$ cat src/rtl/alu_seq.sv
// Sequential ALU: single-cycle arithmetic/logic ops, iterative shifts
// (one bit per cycle) and a shift-add multiplier. Results and flags are
// registered and announced by a one-cycle done pulse.
module alu_seq #(
  parameter int WIDTH = 8
) (
  input  logic             clk,
  input  logic             rst,
  input  logic             start,
  input  logic [3:0]       op,
  input  logic [WIDTH-1:0] a,
  input  logic [WIDTH-1:0] b,
  output logic [WIDTH-1:0] out,
  output logic             cy,
  output logic             z,
  output logic             n,
  output logic             ov,
  output logic             busy,
  output logic             done
);

  localparam int CW  = $clog2(WIDTH + 1);
  localparam int MSB = WIDTH - 1;

  localparam logic [3:0] OP_ADD = 4'd0;
  localparam logic [3:0] OP_SUB = 4'd1;
  localparam logic [3:0] OP_AND = 4'd2;
  localparam logic [3:0] OP_OR  = 4'd3;
  localparam logic [3:0] OP_XOR = 4'd4;
  localparam logic [3:0] OP_NOT = 4'd5;
  localparam logic [3:0] OP_ADC = 4'd7;
  localparam logic [3:0] OP_SBB = 4'd8;
  localparam logic [3:0] OP_SHL = 4'd9;
  localparam logic [3:0] OP_SHR = 4'd10;
  localparam logic [3:0] OP_MUL = 4'd11;

  typedef enum logic {IDLE, EXEC} state_t;
  typedef enum logic [1:0] {K_SHL, K_SHR, K_MUL} kind_t;

  state_t             state_q, state_d;
  kind_t              kind_q, kind_d;
  logic [CW-1:0]      cnt_q, cnt_d;
  logic [2*WIDTH-1:0] acc_q, acc_d;
  logic [WIDTH-1:0]   mcand_q, mcand_d;
  logic [WIDTH-1:0]   out_q, out_d;
  logic               cy_q, cy_d, z_q, z_d, n_q, n_d, ov_q, ov_d;
  logic               done_q, done_d;

  logic               cin;
  logic [WIDTH:0]     sum, diff;
  logic [WIDTH-1:0]   resVal;
  logic               resCy, resOv;

  logic [WIDTH-1:0]   mulAddend;
  logic [WIDTH:0]     mulSum;
  logic [2*WIDTH-1:0] stepAcc;
  logic               stepCy;

  logic               wrEn, wrCy, wrOv;
  logic [WIDTH-1:0]   wrVal;
  logic [WIDTH:0]     bExt;

  // Single-cycle datapath; the carry chain for ADC/SBB uses the held cy flag
  always_comb begin
    cin    = (op == OP_ADC || op == OP_SBB) ? cy_q : 1'b0;
    sum    = {1'b0, a} + {1'b0, b} + {{WIDTH{1'b0}}, cin};
    diff   = {1'b0, a} - {1'b0, b} - {{WIDTH{1'b0}}, cin};
    resVal = b;
    resCy  = 1'b0;
    resOv  = 1'b0;
    case (op)
      OP_ADD, OP_ADC: begin
        resVal = sum[WIDTH-1:0];
        resCy  = sum[WIDTH];
        resOv  = (a[MSB] == b[MSB]) && (sum[MSB] != a[MSB]);
      end
      OP_SUB, OP_SBB: begin
        resVal = diff[WIDTH-1:0];
        resCy  = diff[WIDTH];
        resOv  = (a[MSB] != b[MSB]) && (diff[MSB] != a[MSB]);
      end
      OP_AND:         resVal = a & b;
      OP_OR:          resVal = a | b;
      OP_XOR:         resVal = a ^ b;
      OP_NOT:         resVal = ~a;
      OP_SHL, OP_SHR: resVal = a;
      default:        resVal = b;
    endcase
  end

  // One iteration of the running shift or shift-add multiply
  always_comb begin
    mulAddend = acc_q[0] ? mcand_q : {WIDTH{1'b0}};
    mulSum    = {1'b0, acc_q[2*WIDTH-1:WIDTH]} + {1'b0, mulAddend};
    case (kind_q)
      K_SHL: begin
        stepAcc = {acc_q[2*WIDTH-1:WIDTH], acc_q[WIDTH-2:0], 1'b0};
        stepCy  = acc_q[WIDTH-1];
      end
      K_SHR: begin
        stepAcc = {acc_q[2*WIDTH-1:WIDTH], 1'b0, acc_q[WIDTH-1:1]};
        stepCy  = acc_q[0];
      end
      default: begin
        stepAcc = {mulSum, acc_q[WIDTH-1:1]};
        stepCy  = 1'b0;
      end
    endcase
  end

  // Next-state logic: accept start in IDLE, iterate in EXEC, write results
  always_comb begin
    state_d = state_q;
    kind_d  = kind_q;
    cnt_d   = cnt_q;
    acc_d   = acc_q;
    mcand_d = mcand_q;
    out_d   = out_q;
    cy_d    = cy_q;
    z_d     = z_q;
    n_d     = n_q;
    ov_d    = ov_q;
    done_d  = 1'b0;
    wrEn    = 1'b0;
    wrVal   = resVal;
    wrCy    = resCy;
    wrOv    = resOv;
    bExt    = {1'b0, b};
    case (state_q)
      IDLE: begin
        if (start) begin
          if (op == OP_MUL) begin
            state_d = EXEC;
            kind_d  = K_MUL;
            cnt_d   = CW'(WIDTH);
            acc_d   = {{WIDTH{1'b0}}, b};
            mcand_d = a;
          end else if ((op == OP_SHL || op == OP_SHR) && (b != '0)) begin
            state_d = EXEC;
            kind_d  = (op == OP_SHL) ? K_SHL : K_SHR;
            cnt_d   = (bExt >= (WIDTH+1)'(WIDTH)) ? CW'(WIDTH) : CW'(b);
            acc_d   = {{WIDTH{1'b0}}, a};
          end else begin
            wrEn = 1'b1;
          end
        end
      end
      EXEC: begin
        acc_d = stepAcc;
        cnt_d = cnt_q - CW'(1);
        if (cnt_q == CW'(1)) begin
          state_d = IDLE;
          wrEn    = 1'b1;
          wrVal   = stepAcc[WIDTH-1:0];
          if (kind_q == K_MUL) begin
            wrCy = |stepAcc[2*WIDTH-1:WIDTH];
            wrOv = |stepAcc[2*WIDTH-1:WIDTH];
          end else begin
            wrCy = stepCy;
            wrOv = 1'b0;
          end
        end
      end
    endcase
    if (wrEn) begin
      out_d  = wrVal;
      cy_d   = wrCy;
      ov_d   = wrOv;
      z_d    = (wrVal == '0);
      n_d    = wrVal[MSB];
      done_d = 1'b1;
    end
  end

  // State and result registers with synchronous reset
  always_ff @(posedge clk) begin
    if (rst) begin
      state_q <= IDLE;
      kind_q  <= K_SHL;
      cnt_q   <= '0;
      acc_q   <= '0;
      mcand_q <= '0;
      out_q   <= '0;
      cy_q    <= 1'b0;
      z_q     <= 1'b0;
      n_q     <= 1'b0;
      ov_q    <= 1'b0;
      done_q  <= 1'b0;
    end else begin
      state_q <= state_d;
      kind_q  <= kind_d;
      cnt_q   <= cnt_d;
      acc_q   <= acc_d;
      mcand_q <= mcand_d;
      out_q   <= out_d;
      cy_q    <= cy_d;
      z_q     <= z_d;
      n_q     <= n_d;
      ov_q    <= ov_d;
      done_q  <= done_d;
    end
  end

  assign out  = out_q;
  assign cy   = cy_q;
  assign z    = z_q;
  assign n    = n_q;
  assign ov   = ov_q;
  assign done = done_q;
  assign busy = (state_q == EXEC);

endmodule

$ cat config.mk
export PLATFORM = sky130hd
export DESIGN_NAME = alu_seq
export DESIGN_NICKNAME = d
export VERILOG_FILES = /design/src/rtl/alu_seq.sv
export SDC_FILE = /design/constraint.sdc
export NUM_CORES = 1
export LEC_CHECK = 0
export CORE_ASPECT_RATIO = 0.5
export CORE_MARGIN = 2
export CORE_UTILIZATION = 25
export DETAILED_ROUTE_END_ITERATION = 8
export PLACE_DENSITY = 0.48
export SYNTH_ARGS = -nofsm -noshare
export SYNTH_HDL_FRONTEND = slang
export SYNTH_SLANG_ARGS = --single-unit
$ cat constraint.sdc
create_clock -name clk -period 5.1 [get_ports clk]
set_input_delay 0.765 -clock clk [delete_from_list [all_inputs] [get_ports clk]]
set_output_delay 0.765 -clock clk [all_outputs]
set_load 0.1 [all_outputs]
Yosys cells after proc, flatten, opt, wreduce, memory -nomap -nowiden. Index checks and enable logic that the tools add are counted.

Add/subtract/negate cells: 6. $lt $le $gt $ge: 1. Equality and inequality tests: 19. Mux-type cells: 38. Bitwise logic cells: 5. Reduce and logical (&&, ||, !) cells: 17.

Operators by type and width (number): one-hot mux 16 bit (2 select lines) (2); one-hot mux 8 bit (7 select lines) (1); two-way mux 16 bit (3); two-way mux 8 bit (3); adder 8 x 8 -> 9 bit (2); two-way mux 1 bit (17); == test 4 bit, second input constant (4); two-way mux 4 bit (4); == test 4 x 3 -> 1 bit, second input constant (3); one-hot mux 1 bit (2 select lines) (5); adder 9 x 1 -> 9 bit (1); subtractor 8 x 8 -> 9 bit (1); subtractor 9 x 1 -> 9 bit (1); bitwise AND 8 bit (1); == test 4 x 1 -> 1 bit, second input constant (2); == test 4 x 2 -> 1 bit, second input constant (2); greater-or-equal comparator 8 x 4 -> 1 bit, second input constant (1); logical NOT 8 bit (1); inverter 8 bit (1); bitwise OR 8 bit (1); one-hot mux 4 bit (2 select lines) (1); nonzero test 8 bit (1); OR reduction 8 bit (1); bitwise XOR 8 bit (1); 17 further kinds (26).

Register bits after elaboration: 44. Bits of input ports: 23. Output and inout port bits: 14. Word-level logic and storage cells: 97.

Longest topological paths before layout. Gate-level depths: netlist of run 1.

Depth in word-level cells: 9. Depth in mapped cells: 17. Mapped depth without buffers: 15.

Least setup slack after synthesis of run 1. No wires, ideal clock.

Path type: input port to flip-flop. Start: input port op[0]. End: register z_q, in the netlist z. Setup time: 0.116 ns. Arrival time: 3.734 ns. Data required time: 4.984 ns. Setup slack: 1.250 ns. Stages: 16. Buffers on the path: 3. Cell sequence: buf_2 -> buf_2 -> buf_2 -> nor2_1 -> o21ai_0 -> inv_1 -> fa_1 -> inv_1 -> fa_1 -> mux2_2 -> nor4b_1 -> a211o_1 -> o32a_1 -> nor3_2 -> and4b_1 -> a31o_1.

Word-level cells in the longest chain between the ends: 8. Elaborated cells between the ends (all ways): 28. Those cells by class: add/sub: 2; eq/ne: 10; mux: 8; reduce/logical: 8.

RTL lines: start: declaration (line 10) `input logic [3:0] op,`; == test 4 x 3 -> 1 bit or == test 4 bit (tied branches) (line 65, 71); logical OR 1 bit (line 65) `cin = (op == OP_ADC || op == OP_SBB) ? cy_q : 1'b0;`; two-way mux 1 bit (line 65); subtractor 9 x 1 -> 9 bit or adder 9 x 1 -> 9 bit (tied branches) (line 67, 66); one-hot mux 8 bit (7 select lines) (line 71) `case (op)`; two-way mux 8 bit (line 151) `if (cnt_q == CW'(1)) begin`; two-way mux 8 bit (line 129) `case (state_q)`; logical NOT 8 bit (line 169) `z_d = (wrVal == '0);`; end signal: assignment (line 197) `z_q <= z_d;`; end: declaration (line 46) `logic cy_q, cy_d, z_q, z_d, n_q, n_d, ov_q, ov_d;`.

Several ways; a longest one is shown, not always the timed one. A chain may end at the register's enable or synchronous reset.

Worst setup path after layout of run 1.
Start: input port op[3]. End: register z_q, in the netlist z.

The elaborated chain is that of the path after synthesis.

==> results.toml, run 1 <==
[sta]
timing_max_transition_violations_final = 0
timing.final.hold_violations = 0
post-route-min-period_ns = 4.17
relSlewSlack_pct = 29.6
tightest_slew_ns = 1.04
grt_setup_unrepaired = "false"
fin_tns_setup_ns = 0
achievable-frequency_ghz = 0.240
whs_ns = 0.452
final_report_setup_violation_count = 0
final_min_period_over_clock_period_pct = 81.7
fin_skew_ns = 0.00530

[power_and_ir_drop]
power.static_leakage_nw = 1.92
vdd_drop_max_uv = 126
pwr_density_cell_nw_per_um2 = 220

[setup_path]
crit_buf_inv = 3
end_kind = "register"
timing.critical_path.cells = "clkdlybuf4s50_1 > and4b_1 > o21ai_0 > inv_1 > fa_1 > inv_1 > ha_1 > o21ai_0 > a211oi_1 > xor2_1 > a211oi_1 > a221oi_1 > o21ba_1 > a31o_1"
crit_type = "in2reg"
crit_path_max_fanout = 3
crit_path_start_kind = "input port"
worst-endpoint-required_ns = 5.29
r2r_slack_ns = 1.82
cp_slowest_stage_delay_ns = 0.51
crit_family = "compound AO/OA/AOI/OAI gates"
crit_slowest_cell = "clkdlybuf4s50_1"
worstPathArrival_ns = 4.35

[floorplan]
core_area_sq_um = 16300
die_height_um = 94.9
die_ar_sq_um = 17600
die_width_um = 186
placementRows = 33
start_util_pct = 25.4
io-pin-count = 37

[synth]
synth-simple-area-share_pct = 23.0
synth_top_family_by_area = "compound AO/OA/AOI/OAI gates"
syn_avg_cell_area_sq_um = 7.70
yosys_most_used_dff = "dfxtp_1"
post_synth_instance_area_sq_um = 4130
fraction_of_synthesis_flops_using_an_asynchronous_set_or_reset_pin_pct = 0
synthesis.yosys.warnings = 0
synth_xor_area_share_pct = 3.61
seq_area_frac_synth_pct = 20.8
synth-compound-area-share_pct = 25.9
muxShareOfSynthArea_pct = 5.33
synth_edf_count = 0
post_synth_net_total = 604
synth.lib_cells_used.distinct = 69
yosys.area_share.adder_pct = 14.5
netlist_instances = 536
ys_ff_latch = 43

[cells_and_area]
postLayoutCellArea_sq_um = 4870
n_antenna_cell = 0
cell_count_final_fillers_out = 789
fill_cells = 1779
area.growth.synth_to_final_pct = 17.9
layout_net_count = 629
final_layout_size_suffix_gt1_share_pct = 6.23
layout_common_cells = "nor2_1 (63), nand2_1 (43), dfxtp_1 (43)"
layout.cells.most_common = "nor2_1"
utilization_pct = 29.9

[clock_network]
cts_max_level = 2
cts_repair_resize_count = 0
clock_path_buffers = 2
clock_tree.root_cell = "clkbuf_16"
worstSkewPairLatency_ns = 0.29
post-cts-setup-buffers = 0
cts_tree = "done"
clock_sink_count = 43
post_cts_hold_buffer_count = 0
clk_pin_slew_worst_paths_ns = 0.06
cts-buffers-inserted = 5

[route]
drt.antenna.violating_nets = 0
dr.first_iter.drc_count = 326
detail_route.first_pass.iterations = 5
drt-vias-per-instance = 5.24
routed-via-count = 4133
wire_per_inst_um = 17.5
detail_route.drc_violations = 0
route.final.wire_length_mm = 13.8

[global_route]
grt_antenna_before_repair = 0
first_global_vias = 3853
first_pass_grt_wire_length_mm = 22.2
groute.usage.overall_pct = 16.3
grt_start_max_net_pins = 35
grt.overflow.total = 0

[place]
hpwlAfterDp_mm = 10.5
placedCellCount = 781
port-buffer-count = 36
gp_routability_congestion = 0.911
placement.cell_area_sq_um = 4710

[run_status]
run_status = "completed"

[worst_hold_path]
min_path_type = "reg2reg"

[run]
maxCapViolations = 0
==> cells in the mapped netlist, drive strengths merged, types with 7 or more instances <==
library cell | n | area share [%]
nor2 | 65 | 6.0
dfxtp | 43 | 21
nand2 | 43 | 3.9
ha | 40 | 12
inv | 40 | 3.6
o21ai | 31 | 3.8
a21oi | 30 | 3.8
clkbuf | 14 | 1.3
mux2i | 13 | 3.2
nor3 | 13 | 1.7
buf | 12 | 1.8
and2 | 11 | 1.7
xor2 | 11 | 2.3
nand3 | 10 | 1.2
a211oi | 9 | 1.6
nor2b | 9 | 1.4
a222oi | 8 | 1.9
mux2 | 8 | 2.2
nand2b | 8 | 1.2
a21o | 7 | 1.3
==> where the power goes <==
group / leakage [nW] / total (mW) / switching [mW] / internal [mW]
clock: 0.0731 / 0.334 / 0.138 / 0.196
sequential: 0.349 / 0.360 / 0.0108 / 0.349
combinational: 1.50 / 0.378 / 0.245 / 0.133
total: 1.92 / 1.07 / 0.394 / 0.678
==> registers in the layout (all words and copies together) (netlist names) <==
| signal | cells |
|---|---|
| acc_q | 16 |
| busy | 1 |
| cnt_q | 4 |
| cy | 1 |
| done | 1 |
| kind_q | 2 |
| mcand_q | 8 |
| out | 8 |
| ov | 1 |
| z | 1 |
==> worst reg2reg max path: cells and delay by family (launching register included) <==
family,cells,cell delay (ns)
simple gates,3,0.53
buf+inv,1,0.06
flops,1,0.56
compound gates,5,1.38
fa+ha+maj,2,0.60
==> final cells by class <==
class | instances | area, sq um | share of cell area [%]
multi-input cells | 427 | 3000 | 61.6
flip-flops and latches | 43 | 861 | 17.7
repair buffers | 44 | 420 | 8.64
well taps | 227 | 284 | 5.84
inverters | 40 | 150 | 3.08
clock buffers | 6 | 139 | 2.85
clock inverters | 2 | 16.3 | 0.334
==> logic make-up after synthesis <==
kind of cell | after synthesis
DFF | 43
AOI/OAI and AO/OA | 153
adders and majority gates | 45
buffers and inverters | 66
and+or+nand+nor | 191
xor gates and xnor gates | 17
muxes | 21
==> routing by layer <==
metal	vias to the layer above	part of all wire (%)	track usage [%]	routed length [um]
met5	-	0	0	0
met4	0	1.6	3.67	215
met3	17	5.7	2.04	784
met2	135	44	25.5	6070
met1	1992	49	23.6	6740
li1	1989	-	-	-
==> per-stage QoR <==
step	setup slack (ns)	power (mW)
finish	0.932	1.07
floorplan	1.25	0.628
global placement	0.698	0.742
detailed placement	0.713	0.739
global route	0.775	1.13
CTS	1.01	1.08
==> worst paths after layout <==
check,depth (start not counted),endpoint,startpoint
hold / removal,2,out[5],out[5]
hold reg to reg,2,out[5],out[5]
setup / recovery,14,z,op[3]
setup reg to reg,11,ov,acc_q[0]
No activity file was read; power rests on OpenSTA's default activity.
==> run 2: changes to the inputs <==
- PLACE_DENSITY: 0.48 -> 0.5
- clock period: 5.1 -> 3.7 ns (I/O delays scaled with it)
==> run 2 against run 1 <==
  * Hold slack got worse by 0.0017 ns
  * Via count increased by 2.5%
  * Sequential share of layout area decreased by 1.2 points
  * Clock skew increased by 0.0010 ns
  * Largest power group unchanged
  * Final cell count increased by 4.9%
  * Register-to-register slack got worse by 1.1 ns
  * Die area unchanged
  * Critical path depth increased by 1
  * Combinational power increased by 52%
  * Total power increased by 45%
==> results.toml, run 2 (synthesis gave the netlist of run 1 again) <==
[place]
gp_routability_congestion = 0.878
port-buffer-count = 36
hpwlAfterDp_mm = 10.8
placement.cell_area_sq_um = 5010
placement.setup.worst_slack_ns = -0.433

[sta]
achievable-frequency_ghz = 0.282
fin_skew_ns = 0.00631
worst_slack_ns = 0.149
relSlewSlack_pct = 34.3
timing.final.hold_violations = 0
post-route-min-period_ns = 3.55
tightest_slew_ns = 0.982
fin_tns_setup_ns = 0
final_report_setup_violation_count = 0
grt_setup_unrepaired = "false"
final_min_period_over_clock_period_pct = 96.0
timing_max_transition_violations_final = 0

[global_route]
groute.usage.overall_pct = 16.0
grt_start_max_net_pins = 44
grt_antenna_before_repair = 0
first_global_vias = 3979
grt.overflow.total = 0
first_pass_grt_wire_length_mm = 22.1

[power_and_ir_drop]
switching_share_pct = 34.3
power.static_leakage_nw = 2.13
pwr-share-seq_pct = 31.9
pwr_density_cell_nw_per_um2 = 299
clock_power_share_pct = 31.2
power.switching_mw = 0.533
vdd_drop_max_uv = 175
internal_power_mw = 1.02
combinationalPowerShare_pct = 37.0
fin_total_pwr_mw = 1.56

[route]
route.met2.wl_mm = 5.91
routed-wl-met3_um = 961
drt-vias-per-instance = 5.11
maxUsedRoutingLayer = "met4"
wire_per_inst_um = 16.5
drt.antenna.violating_nets = 0
route.final.wire_length_mm = 13.7
routed-via-count = 4235
dr.first_iter.drc_count = 424
detail_route.drc_violations = 0
detail_route.first_pass.iterations = 6
detail_route.wirelength.met1_mm = 6.58

[cells_and_area]
max_flop_register = "acc_q"
n_antenna_cell = 0
postLayoutCellArea_sq_um = 5210
layout_common_cells = "nor2_1 (63), buf_4 (49), nand2_1 (43), dfxtp_1 (43)"
max_reg_flops = 16
final_layout_size_suffix_gt1_share_pct = 13.8
layout.cells.most_common = "nor2_1"
layout_net_count = 669
area.growth.synth_to_final_pct = 26.2

[setup_path]
crit_path_max_fanout = 3
crit_type = "in2reg"
start_of_the_worst_register_to_register_path = "acc_q[0]"
crit_top_cell = "nor2_1"
worst-endpoint-required_ns = 3.87
crit_path_start = "op[2]"
timing.critical_path.cells = "clkdlybuf4s50_1 > nor2_1 > nand2_1 > nor2_1 > o21ai_2 > buf_4 > fa_1 > ha_1 > nor4_1 > a211oi_2 > xor2_1 > a211oi_1 > a221oi_2 > o21ba_1 > a31o_1"
cp_slowest_stage_delay_ns = 0.45
crit_path_start_kind = "input port"
crit_slowest_cell = "clkdlybuf4s50_1"
worstPathArrival_ns = 3.72
end_kind = "register"

[clock_network]
cts_max_level = 2
clk_pin_slew_worst_paths_ns = 0.06
cts-buffers-inserted = 5
clock_path_buffers = 2
post-cts-setup-buffers = 0
worstSkewPairLatency_ns = 0.28
cts_tree = "done"
clock_tree.root_cell = "clkbuf_16"
clock_sink_count = 43

[worst_hold_path]
hp-start = "out[4]"
min_path_type = "reg2reg"

[run]
maxCapViolations = 0

[run_status]
run_status = "completed"

[floorplan]
die_height_um = 94.9
placementRows = 33
start_util_pct = 25.4
die_width_um = 186
io-pin-count = 37
core_area_sq_um = 16300
die_ar_sq_um = 17600
-- run 2: changes by cell type in the layout (fill, tap and decap cells not counted), moves of 2 or more --
cell,change
fa_1,-2
buf_4,+41
o21ai_2,+2
o21ai_0,-3
fa_2,+2
-- run 2: worst paths after layout --
path | depth (start not counted) | endpoint | slack (ns)
worst max-delay path | 15 | z | 0.15
worst min-delay path | 2 | out[4] | 0.45
worst max register to register | 12 | cy | 0.69
worst min register to register | 2 | out[4] | 0.45
-- run 2: critical path, delay by kind of cell --
kind	cells	cell delay, ns
adders and majority gates	2	0.65
xor gates and xnor gates	1	0.15
buffers and inverters	2	0.61
AOI/OAI and AO/OA	6	1.08
and+or+nand+nor	4	0.70
-- run 2: what timing repair did --
item,4_1_cts,5_1_grt
endpoints found under the setup margin,3,9
pin swaps,0,4
hold buffers,0,0
cloned,0,0
resized for setup,2,10
-- run 2: layout make-up --
type	count	area [sq um]
timing repair buffer	84	718
inverter	40	150
fill	1749	11100
tap	227	284
clock inverter	1	30.0
multi-input combinational	427	3040
clock buffer	6	129
sequential	43	861
-- run 2: power by group through the flow --
stage	Sequential (mW)	Combinational [mW]	Clock, mW
floorplan	0.576	0.290	0
global placement	0.506	0.562	0
detailed placement	0.506	0.560	0
CTS	0.496	0.565	0.499
global route	0.498	0.624	0.516
finish	0.496	0.575	0.486
-- run 2: routing by layer --
metal | vias to the layer above | track usage (%)
met5 | - | 0
met4 | 0 | 4.00
met3 | 19 | 1.85
met2 | 160 | 25.1
met1 | 1984 | 23.1
li1 | 2072 | -
-- run 2: stage by stage --
step	cells	utilization (%)	hold WS, ns
2_1_floorplan	536	-	0.452
3_3_place_gp	821	30.8	0.444
3_5_place_dp	821	30.8	0.448
4_1_cts	828	31.8	0.455
5_1_grt	828	32.0	0.481
6_report	828	32.0	0.450
